[src/rtl/mcp300x_scan_adc_if.sv]
// Conversion-result stream: tagged ADC samples moving from the scanner to a consumer over valid/ready.
interface mcp300x_scan_adc_if #(
    parameter int RES_BITS = 10
);
    logic [RES_BITS-1:0] sample_data;
    logic [2:0]          sample_ch;
    logic                sample_valid;
    logic                sample_ready;

    modport master (
        output sample_data,
        output sample_ch,
        output sample_valid,
        input  sample_ready
    );

    modport slave (
        input  sample_data,
        input  sample_ch,
        input  sample_valid,
        output sample_ready
    );
endinterface

[src/rtl/mcp300x_scan_adc.sv]
// Round-robin scanning SPI master for MCP3004/3008 (10-bit) and MCP3204/3208 (12-bit) ADCs.
// Each frame sends a start/mode/channel command, shifts in the result MSB first and publishes it tagged.
module mcp300x_scan_adc #(
    parameter int CLK_DIV    = 2700,
    parameter int RES_BITS   = 10,
    parameter int NUM_CH     = 8,
    parameter int GAP_HALVES = 2
) (
    input  logic               clk,
    input  logic               rst_n,
    input  logic               enable,
    input  logic [7:0]         ch_mask,
    input  logic               diff_mode,
    output logic               AD_CLK,
    output logic               CS,
    output logic               DIN,
    input  logic               DOUT,
    mcp300x_scan_adc_if.master smp,
    output logic               overrun,
    input  logic               overrun_clr
);
    localparam int NBITS    = 7 + RES_BITS;
    localparam int SHIFT_HP = 2 * NBITS;
    localparam int HP_MAX   = (SHIFT_HP > GAP_HALVES) ? SHIFT_HP : GAP_HALVES;
    localparam int HW       = $clog2(HP_MAX + 1);
    localparam int CW       = (CLK_DIV > 1) ? $clog2(CLK_DIV) : 1;

    localparam logic [7:0]    CH_LIMIT   = (NUM_CH == 4) ? 8'h0F : 8'hFF;
    localparam logic [2:0]    CH_WRAP    = 3'(NUM_CH - 1);
    localparam logic [CW-1:0] CNT_LAST   = CW'(CLK_DIV - 1);
    localparam logic [HW-1:0] SHIFT_LAST = HW'(SHIFT_HP - 1);
    localparam logic [HW-1:0] GAP_LAST   = HW'(GAP_HALVES - 1);
    localparam logic [HW-2:0] K_SGL      = (HW-1)'(0);
    localparam logic [HW-2:0] K_D2       = (HW-1)'(1);
    localparam logic [HW-2:0] K_D1       = (HW-1)'(2);
    localparam logic [HW-2:0] K_D0       = (HW-1)'(3);
    localparam logic [HW-2:0] K_DATA     = (HW-1)'(7);

    typedef enum logic [2:0] {
        ST_IDLE  = 3'd0,
        ST_SETUP = 3'd1,
        ST_SHIFT = 3'd2,
        ST_HOLD  = 3'd3,
        ST_GAP   = 3'd4
    } state_t;

    state_t              state_q, state_d;
    logic [CW-1:0]       cnt_q, cnt_d;
    logic [HW-1:0]       half_q, half_d;
    logic [2:0]          ptr_q, ptr_d;
    logic [2:0]          ch_q, ch_d;
    logic [2:0]          smp_ch_q, smp_ch_d;
    logic                diff_q, diff_d;
    logic                adclk_q, adclk_d;
    logic                cs_q, cs_d;
    logic                din_q, din_d;
    logic                valid_q, valid_d;
    logic                ovr_q, ovr_d;
    logic [RES_BITS-1:0] shreg_q, shreg_d;
    logic [RES_BITS-1:0] data_q, data_d;

    logic                tick_s;
    logic                sel_ok_s;
    logic [7:0]          eff_mask_s;
    logic [2:0]          sel_ch_s;
    logic [HW-2:0]       bit_k_s;

    // Half-period tick; the counter sits at zero in IDLE and HOLD so each frame and gap start aligned.
    assign tick_s  = (state_q != ST_IDLE) && (cnt_q == CNT_LAST);
    assign bit_k_s = half_q[HW-1:1];

    // Pick the first enabled channel at or after the scan pointer, wrapping at NUM_CH.
    always_comb begin
        logic [2:0] idx;
        idx        = 3'd0;
        eff_mask_s = ch_mask & CH_LIMIT;
        sel_ok_s   = enable & (|eff_mask_s);
        sel_ch_s   = ptr_q;
        for (int i = NUM_CH - 1; i >= 0; i--) begin
            idx = (ptr_q + 3'(i)) & CH_WRAP;
            if (eff_mask_s[idx]) begin
                sel_ch_s = idx;
            end else begin
                sel_ch_s = sel_ch_s;
            end
        end
    end

    // Frame sequencing, SPI pin generation, result capture and stream publishing.
    always_comb begin
        state_d  = state_q;
        half_d   = half_q;
        ptr_d    = ptr_q;
        ch_d     = ch_q;
        diff_d   = diff_q;
        adclk_d  = adclk_q;
        cs_d     = cs_q;
        din_d    = din_q;
        shreg_d  = shreg_q;
        data_d   = data_q;
        smp_ch_d = smp_ch_q;

        if ((state_q == ST_IDLE) || (state_q == ST_HOLD) || tick_s) begin
            cnt_d = {CW{1'b0}};
        end else begin
            cnt_d = cnt_q + 1'b1;
        end

        if (valid_q && smp.sample_ready) begin
            valid_d = 1'b0;
        end else begin
            valid_d = valid_q;
        end

        if (overrun_clr) begin
            ovr_d = 1'b0;
        end else begin
            ovr_d = ovr_q;
        end

        case (state_q)
            ST_IDLE: begin
                if (sel_ok_s) begin
                    state_d = ST_SETUP;
                    ch_d    = sel_ch_s;
                    diff_d  = diff_mode;
                    cs_d    = 1'b0;
                    din_d   = 1'b1;
                    half_d  = {HW{1'b0}};
                end else begin
                    state_d = ST_IDLE;
                end
            end
            ST_SETUP: begin
                if (tick_s) begin
                    state_d = ST_SHIFT;
                    half_d  = {HW{1'b0}};
                end else begin
                    state_d = ST_SETUP;
                end
            end
            ST_SHIFT: begin
                if (tick_s && !half_q[0]) begin
                    adclk_d = 1'b1;
                    half_d  = half_q + 1'b1;
                    if (bit_k_s >= K_DATA) begin
                        shreg_d = {shreg_q[RES_BITS-2:0], DOUT};
                    end else begin
                        shreg_d = shreg_q;
                    end
                end else if (tick_s) begin
                    adclk_d = 1'b0;
                    // DIN moves on the falling edge so the ADC sees it stable at the next rise.
                    case (bit_k_s)
                        K_SGL:   din_d = ~diff_q;
                        K_D2:    din_d = ch_q[2];
                        K_D1:    din_d = ch_q[1];
                        K_D0:    din_d = ch_q[0];
                        default: din_d = 1'b0;
                    endcase
                    if (half_q == SHIFT_LAST) begin
                        cs_d    = 1'b1;
                        state_d = ST_HOLD;
                        half_d  = {HW{1'b0}};
                    end else begin
                        half_d  = half_q + 1'b1;
                    end
                end else begin
                    state_d = ST_SHIFT;
                end
            end
            ST_HOLD: begin
                if (!valid_q || smp.sample_ready) begin
                    data_d   = shreg_q;
                    smp_ch_d = ch_q;
                    valid_d  = 1'b1;
                end else begin
                    ovr_d    = 1'b1;
                end
                ptr_d   = (ch_q + 3'd1) & CH_WRAP;
                half_d  = {HW{1'b0}};
                state_d = ST_GAP;
            end
            ST_GAP: begin
                if (tick_s && (half_q == GAP_LAST)) begin
                    if (sel_ok_s) begin
                        state_d = ST_SETUP;
                        ch_d    = sel_ch_s;
                        diff_d  = diff_mode;
                        cs_d    = 1'b0;
                        din_d   = 1'b1;
                        half_d  = {HW{1'b0}};
                    end else begin
                        state_d = ST_IDLE;
                    end
                end else if (tick_s) begin
                    half_d = half_q + 1'b1;
                end else begin
                    state_d = ST_GAP;
                end
            end
            default: begin
                state_d = ST_IDLE;
                cs_d    = 1'b1;
                adclk_d = 1'b0;
                din_d   = 1'b0;
            end
        endcase
    end

    // State and output registers; reset parks the bus with CS high and AD_CLK low.
    always_ff @(posedge clk or negedge rst_n) begin
        if (!rst_n) begin
            state_q  <= ST_IDLE;
            cnt_q    <= {CW{1'b0}};
            half_q   <= {HW{1'b0}};
            ptr_q    <= 3'd0;
            ch_q     <= 3'd0;
            smp_ch_q <= 3'd0;
            diff_q   <= 1'b0;
            adclk_q  <= 1'b0;
            cs_q     <= 1'b1;
            din_q    <= 1'b0;
            valid_q  <= 1'b0;
            ovr_q    <= 1'b0;
            shreg_q  <= {RES_BITS{1'b0}};
            data_q   <= {RES_BITS{1'b0}};
        end else begin
            state_q  <= state_d;
            cnt_q    <= cnt_d;
            half_q   <= half_d;
            ptr_q    <= ptr_d;
            ch_q     <= ch_d;
            smp_ch_q <= smp_ch_d;
            diff_q   <= diff_d;
            adclk_q  <= adclk_d;
            cs_q     <= cs_d;
            din_q    <= din_d;
            valid_q  <= valid_d;
            ovr_q    <= ovr_d;
            shreg_q  <= shreg_d;
            data_q   <= data_d;
        end
    end

    assign AD_CLK           = adclk_q;
    assign CS               = cs_q;
    assign DIN              = din_q;
    assign overrun          = ovr_q;
    assign smp.sample_data  = data_q;
    assign smp.sample_ch    = smp_ch_q;
    assign smp.sample_valid = valid_q;
endmodule

[src/flat_wrapper.sv]
// flat-port wrapper written by rule: the top's interface ports become plain ports
module mcp300x_scan_adc_flat 
#(
    parameter int CLK_DIV    = 2700,
    parameter int RES_BITS   = 10,
    parameter int NUM_CH     = 8,
    parameter int GAP_HALVES = 2
)
  (clk, rst_n, enable, ch_mask, diff_mode, AD_CLK, CS, DIN, DOUT, overrun, overrun_clr, smp_sample_data, smp_sample_ch, smp_sample_valid, smp_sample_ready);
  mcp300x_scan_adc_if #(.RES_BITS(RES_BITS)) smp_i ();
  input  logic clk;
  input  logic rst_n;
  input  logic enable;
  input  logic [7:0] ch_mask;
  input  logic diff_mode;
  output logic AD_CLK;
  output logic CS;
  output logic DIN;
  input  logic DOUT;
  output logic overrun;
  input  logic overrun_clr;
  output wire logic [$bits(smp_i.sample_data)-1:0] smp_sample_data;
  output wire logic [$bits(smp_i.sample_ch)-1:0] smp_sample_ch;
  output wire logic [$bits(smp_i.sample_valid)-1:0] smp_sample_valid;
  input wire logic [$bits(smp_i.sample_ready)-1:0] smp_sample_ready;
  assign smp_sample_data = smp_i.sample_data;
  assign smp_sample_ch = smp_i.sample_ch;
  assign smp_sample_valid = smp_i.sample_valid;
  assign smp_i.sample_ready = smp_sample_ready;
  mcp300x_scan_adc #(.CLK_DIV(CLK_DIV), .RES_BITS(RES_BITS), .NUM_CH(NUM_CH), .GAP_HALVES(GAP_HALVES)) u_core (.clk(clk), .rst_n(rst_n), .enable(enable), .ch_mask(ch_mask), .diff_mode(diff_mode), .AD_CLK(AD_CLK), .CS(CS), .DIN(DIN), .DOUT(DOUT), .smp(smp_i), .overrun(overrun), .overrun_clr(overrun_clr));
endmodule
[config.mk]
export PLATFORM = sky130hd
export DESIGN_NAME = mcp300x_scan_adc_flat
export DESIGN_NICKNAME = d
export VERILOG_FILES = /design/src/rtl/mcp300x_scan_adc_if.sv /design/src/rtl/mcp300x_scan_adc.sv /design/src/flat_wrapper.sv
export SDC_FILE = /design/constraint.sdc
export NUM_CORES = 1
export LEC_CHECK = 0
export ABC_CLOCK_PERIOD_IN_PS = 3900
export CAP_MARGIN = 20
export CORE_ASPECT_RATIO = 1.2
export CORE_MARGIN = 5
export CORE_UTILIZATION = 45
export DETAILED_ROUTE_END_ITERATION = 7
export RECOVER_POWER = 50
export SLEW_MARGIN = 15
export SYNTH_ARGS = -nofsm -noshare
export SYNTH_HDL_FRONTEND = slang
export SYNTH_SLANG_ARGS = --single-unit
[constraint.sdc]
create_clock -name clk -period 3.9 [get_ports clk]
set_clock_uncertainty 0.1 [all_clocks]
set_input_delay 1.17 -clock clk [delete_from_list [all_inputs] [get_ports clk]]
set_output_delay 1.17 -clock clk [all_outputs]
set_load 0.01 [all_outputs]
; Word level (Yosys, flattened, before mapping)
; Index checks and enable logic that the tools add are counted.
; W data, S select, Z words.
[op_classes]
add_sub_neg = 10
order_cmp = 9
eq_ne = 19
mux = 68
n_bitwise = 4
n_reduce_logical = 25
[op_table]
columns = op, n
row1 = $mux W3, 15
row2 = $mux W6, 7
row3 = $lt A3 B4 Y1 const B, 8
row4 = $pmux W6 S5, 1
row5 = $mux W1, 28
row6 = $bmux W1 S3, 8
row7 = $pmux W3 S5, 1
row8 = $add A12 B1 Y12 const B, 1
row9 = $add A3 B3 Y3 const B, 4
row10 = $eq A12 B12 Y1 const B, 1
row11 = $mux W12, 1
row12 = $pmux W1 S4, 3
row13 = $eq A5 B2 Y1 const B, 2
row14 = $ne A2 B1 Y1 const B, 4
row15 = $reduce_and A4 Y1, 2
row16 = $reduce_or A8 Y1, 1
row17 = $add A3 B1 Y3 const B, 2
row18 = $add A3 B2 Y3 const B, 2
row19 = $add A6 B1 Y6 const B, 1
row20 = $eq A3 B2 Y1 const B, 2
row21 = $eq A6 B1 Y1 const B, 1
row22 = $eq A6 B6 Y1 const B, 1
row23 = $ne A3 B1 Y1 const B, 2
row24 = $ne A3 B3 Y1 const B, 2
row25 = 23 further kinds, 35
[word_totals]
ff_bits = 56
in_bits = 15
out_inout_bits = 18
elab_cells = 149

; Longest topological paths before layout
[depth]
word_depth = 14
mapped_depth = 11
mapped_depth_nobuf = 8

; Worst setup path after synthesis
; No wires, ideal clock.
[synth_timing]
path_type = register -> register
start = reg u_core.ptr_q[0]
end = reg u_core.ch_q[1]
arrival_time_ns = 2.947
t_required_ns = 3.668
setup_slack_ns = 0.721
path_stages_with_launch = 12
period_less_slack_ns = 3.179
path_cell_list = dfrtp_1 -> buf_2 -> buf_2 -> clkinv_1 -> ha_1 -> buf_2 -> inv_1 -> mux4_2 -> mux2_2 -> a211o_1 -> a31oi_1 -> o41ai_2
[synth_between]
elab_chain_len = 14
[synth_lines]
columns = item, line_no
row1 = from (decl), mcp300x_scan_adc.sv:50  ; logic [2:0] ptr_q, ptr_d;
row2 = from (signal assigned), mcp300x_scan_adc.sv:232  ; ptr_q <= ptr_d;
row3 = $add A3 B3 Y3, mcp300x_scan_adc.sv:80  ; idx = (ptr_q + 3'(i)) & CH_WRAP;
row4 = $bmux W1 S3, mcp300x_scan_adc.sv:81  ; if (eff_mask_s[idx]) begin
row5 = $mux W1 (not written as such), mcp300x_scan_adc.sv:81
row6 = $mux W3 (7 in series), mcp300x_scan_adc.sv:81
row7 = $mux W3 *, mcp300x_scan_adc.sv:81
row8 = $mux W3 *, "mcp300x_scan_adc.sv:123, mcp300x_scan_adc.sv:186"
row9 = $mux W3, mcp300x_scan_adc.sv:185  ; if (tick_s && (half_q == GAP_LAST)) begin
row10 = $pmux W3 S2 *, mcp300x_scan_adc.sv:121  ; case (state_q)
row11 = to (signal assigned), mcp300x_scan_adc.sv:233  ; ch_q <= ch_d;
row12 = to (decl), mcp300x_scan_adc.sv:51  ; logic [2:0] ch_q, ch_d;
; Every way passes the cells marked *; elsewhere a longest branch is shown, timed or not. The select of a mux whose other input is x is not followed.
; A chain may end at the register's enable or synchronous reset.

; Final worst setup path
[layout_timing]
start = reg u_core.cnt_q[2]
end = reg u_core.half_q[3]
[layout_between]
elab_chain_len = 5
[layout_lines]
columns = item, line_no
row1 = from (decl), mcp300x_scan_adc.sv:48  ; logic [CW-1:0] cnt_q, cnt_d;
row2 = from (signal assigned), mcp300x_scan_adc.sv:215  ; cnt_q <= {CW{1'b0}};
row3 = from (signal assigned), mcp300x_scan_adc.sv:230  ; cnt_q <= cnt_d;
row4 = $eq A12 B12 Y1 *, mcp300x_scan_adc.sv:69  ; assign tick_s = (state_q != ST_IDLE) && (cnt_q == CNT_LAST);
row5 = $logic_and A1 B1 Y1 *, mcp300x_scan_adc.sv:69
row6 = "$logic_and A1 B1 Y1, on equally long branches", "mcp300x_scan_adc.sv:185, mcp300x_scan_adc.sv:143"
row7 = "$mux W6, or another cell as far along", mcp300x_scan_adc.sv:185
row8 = $pmux W6 S5 / $reduce_and A4 Y1 (equally long branches), n/a
row9 = to (signal assigned), mcp300x_scan_adc.sv:216  ; half_q <= {HW{1'b0}};
row10 = to (signal assigned), mcp300x_scan_adc.sv:231  ; half_q <= half_d;
row11 = to (decl), mcp300x_scan_adc.sv:49  ; logic [HW-1:0] half_q, half_d;
; Every way passes the cells marked *; elsewhere a longest branch is shown, timed or not.

==> results.json <==
{
  "outcome": "finished with violations",
  "violations": "max-capacitance violations, max-slew violations",
  "synthMuxAreaShare_pct": 23.0,
  "yosysWarnings": 0,
  "fmax_mhz": 301,
  "cts_root_buf": "clkbuf_8",
  "fp.dieH_um": 109,
  "hp-class": "flop to flop",
  "htreeDepth": 2,
  "switching_power_uw": 247,
  "synth_compound_area_share_pct": 14.0,
  "dieArea_um2": 10000,
  "critPathArrivalTime_ps": 3440,
  "clk_latency_ps": 330,
  "mostFrequentLayoutCell": "dfrtp_1",
  "setup_viol": 0,
  "rsz0062_at_grt": "no",
  "r2r_end": "u_core.half_q[3]",
  "worst-path-max-fanout": 8,
  "final.min_clock_period_ps": 3330,
  "wl_per_cell_um": 17.0,
  "p_comb_share_pct": 8.0,
  "power_density_nw_per_um2": 244,
  "cts_sinks": 56,
  "port-buffer-count": 32,
  "final_cell_mix": "55 x dfrtp_1, 33 x nor2_1, 30 x clkdlybuf4s50_1",
  "cts_buffers": 5,
  "irDropWorstVdd_mv": 0.130,
  "relSlewSlack_pct": -17.1,
  "synth_top_family_by_area": "multiplexers",
  "tightest_slew_ps": 1740,
  "dr.pass1.iters": 6,
  "drtIter0Drc": 108,
  "reg2reg_depth": 6,
  "synth_edf_count": 0,
  "hold_violations": 0,
  "antenna_found_initial": 0,
  "crit_start": "u_core.cnt_q[2]",
  "grt_pass1_vias": 2608,
  "worstSetupPathType": "flop to flop",
  "die_w_um": 92.1,
  "max_cap_violations": 1,
  "synth_area_leaders": "dfrtp_1 38%, mux4_2 11%, mux2_2 5.9%, mux2_4 4.1%, nor2_1 3.4%",
  "fin_util_pct": 50.9,
  "final_nets": 384,
  "post-synth-top-area-cell": "dfrtp_1",
  "ys_async_sr_fraction_pct": 100,
  "syn-mean-instance-area_um2": 10.9,
  "hold_start": "u_core.CS",
  "ys_seq_area_share_pct": 38.5,
  "dp_cells": 451,
  "swShare_pct": 24.9,
  "clk_pin_slew_ps": 100,
  "grt_max_degree": 50,
  "overflow": 0,
  "hpwl_um": 5760,
  "ios": 33,
  "clock_power_share_pct": 33.1,
  "drc": 0,
  "intPower_uw": 746,
  "synth_top_area_share_pct": 37.8,
  "yosys_register_bits": 56,
  "areaGrowthSynthToFinish_pct": 12.0,
  "post_synth_and_or_nand_nor_area_fraction_pct": 14.2,
  "holdPathEnd": "u_core.CS",
  "worstPathRequired_ps": 4010,
  "syn_inst": 335,
  "cts_tree": "yes",
  "seqPwrFrac_pct": 58.9,
  "syn-cell-area_um2": 3640,
  "drive_above_1_share_pct": 19.5,
  "cts_hold_buf": 0,
  "synth_xor_area_share_pct": 3.37,
  "min_delay_path_depth": 2,
  "period_share_pct": 85.3,
  "crit_path_start_kind": "flop",
  "synthAdderAreaFrac_pct": 2.06,
  "rows": 36,
  "post_cts_buffers": 0,
  "n_antenna_cell": 0,
  "grt_pass1_wl_um": 13100,
  "core_um2": 8020,
  "dr_total_vias": 2664,
  "layout.cells.non_filler": 459,
  "leakage_uw": 0.00179,
  "maxSlewViolCount": 14,
  "synth_flop_cell": "dfrtp_1",
  "synth_cell_type_count": 62,
  "routed_wl_um": 7810,
  "synth_fp_nets": 356,
  "fin_tns_setup_ps": 0,
  "place_congestion": 0.869,
  "start_util_pct": 45.4,
  "drtAntennaViolNets": 0,
  "vias_per_cell": 5.80,
  "cts-resized-gates": 0,
  "r2r_start": "u_core.cnt_q[2]",
  "r2r_setup_slack_ps": 570,
  "cts_buffer_depth": 2,
  "end_kind": "flop",
  "track_usage_pct": 16.5
}
## area by class of cell
class                      count  area (um^2)
clock buffer                   5         68.8
multi-input combinational    242         2030
clock inverter                 3         21.3
inverter                      19         71.3
tap                           95          119
fill                         751         3940
sequential                    56         1400
timing repair buffer          39          364
## state kept, by name, summed over array words and instances (netlist names), 3 cells and up
| name | flops |
|---|---|
| u_core.smp.sample_ch | 3 |
| u_core.state_q | 3 |
| u_core.ch_q | 3 |
| u_core.shreg_q | 10 |
| u_core.cnt_q | 12 |
| u_core.ptr_q | 3 |
| u_core.half_q | 6 |
| u_core.smp.sample_data | 10 |
## metrics by stage
stage	instance area [um^2]	power [uW]	hold slack [ps]	setup WS (ps)
finish	4080	993	368	572
global route	4080	1040	403	371
CTS	4120	1010	371	611
detailed placement	4030	678	356	271
global placement	4030	676	361	379
floorplan	3640	634	347	721
## routing by layer
metal	wire (um)	global-route usage (%)	part of all wire, %
met5	0	0	0
met4	223	7.22	2.9
met3	213	1.81	2.7
met2	4080	29.2	52
met1	3300	20.3	42
## worst max path at each step
| stage | endpoint | slack (ps) | cells after the start |
|---|---|---|---|
| after CTS | u_core.ch_q[0] | 610 | 7 |
| after global placement | u_core.ch_q[0] | 380 | 7 |
| final | u_core.half_q[3] | 570 | 6 |
| after floorplan | u_core.ch_q[1] | 720 | 11 |
| after global routing | u_core.ch_q[0] | 370 | 7 |
| after detailed placement | u_core.ch_q[0] | 270 | 7 |
## cell families after synthesis
| kind of cell | after synthesis |
|---|---|
| AOI/OAI and AO/OA | 70 |
| xor gates and xnor gates | 14 |
| adders and majority gates | 6 |
| buffers and inverters | 37 |
| DFF | 56 |
| muxes | 54 |
| and+or+nand+nor | 98 |
## Yosys cell counts, drive strengths merged (2+ instances only)
| library cell | instances |
|---|---|
| nor3b | 3 |
| xor2 | 8 |
| o22ai | 2 |
| nor2 | 34 |
| dfrtp | 55 |
| mux2i | 7 |
| xnor2 | 6 |
| nor2b | 3 |
| a211oi | 6 |
| buf | 10 |
| a21oi | 14 |
| nand2b | 2 |
| o211ai | 3 |
| inv | 18 |
| o21ai | 14 |
| nand3 | 9 |
| nor3 | 8 |
| mux2 | 29 |
| o31ai | 2 |
| ha | 6 |
| or2 | 2 |
| mux4 | 18 |
| nor4 | 4 |
| nand2 | 20 |
| nand3b | 2 |
| a31oi | 5 |
| o41ai | 3 |
| a21o | 3 |
| clkbuf | 8 |
| and3 | 5 |
| a22oi | 3 |
| o221ai | 3 |
| a211o | 4 |
## worst max-delay path, stage by stage, from the launching register on
cell	delay, ps
dfrtp_1	440
or4b_1	570
nor4_1	1000
a211oi_1	360
o211ai_4	390
nor3_1	90
a211o_1	270
## power by group through the flow
stage	Clock [uW]	Combinational (uW)	Sequential, uW
floorplan	0	38.8	595
global placement	0	80.1	596
detailed placement	0	81.5	596
CTS	341	81.9	585
global route	366	89.1	586
finish	329	79.8	585
Note: power is estimated with default switching activity, not from simulation.
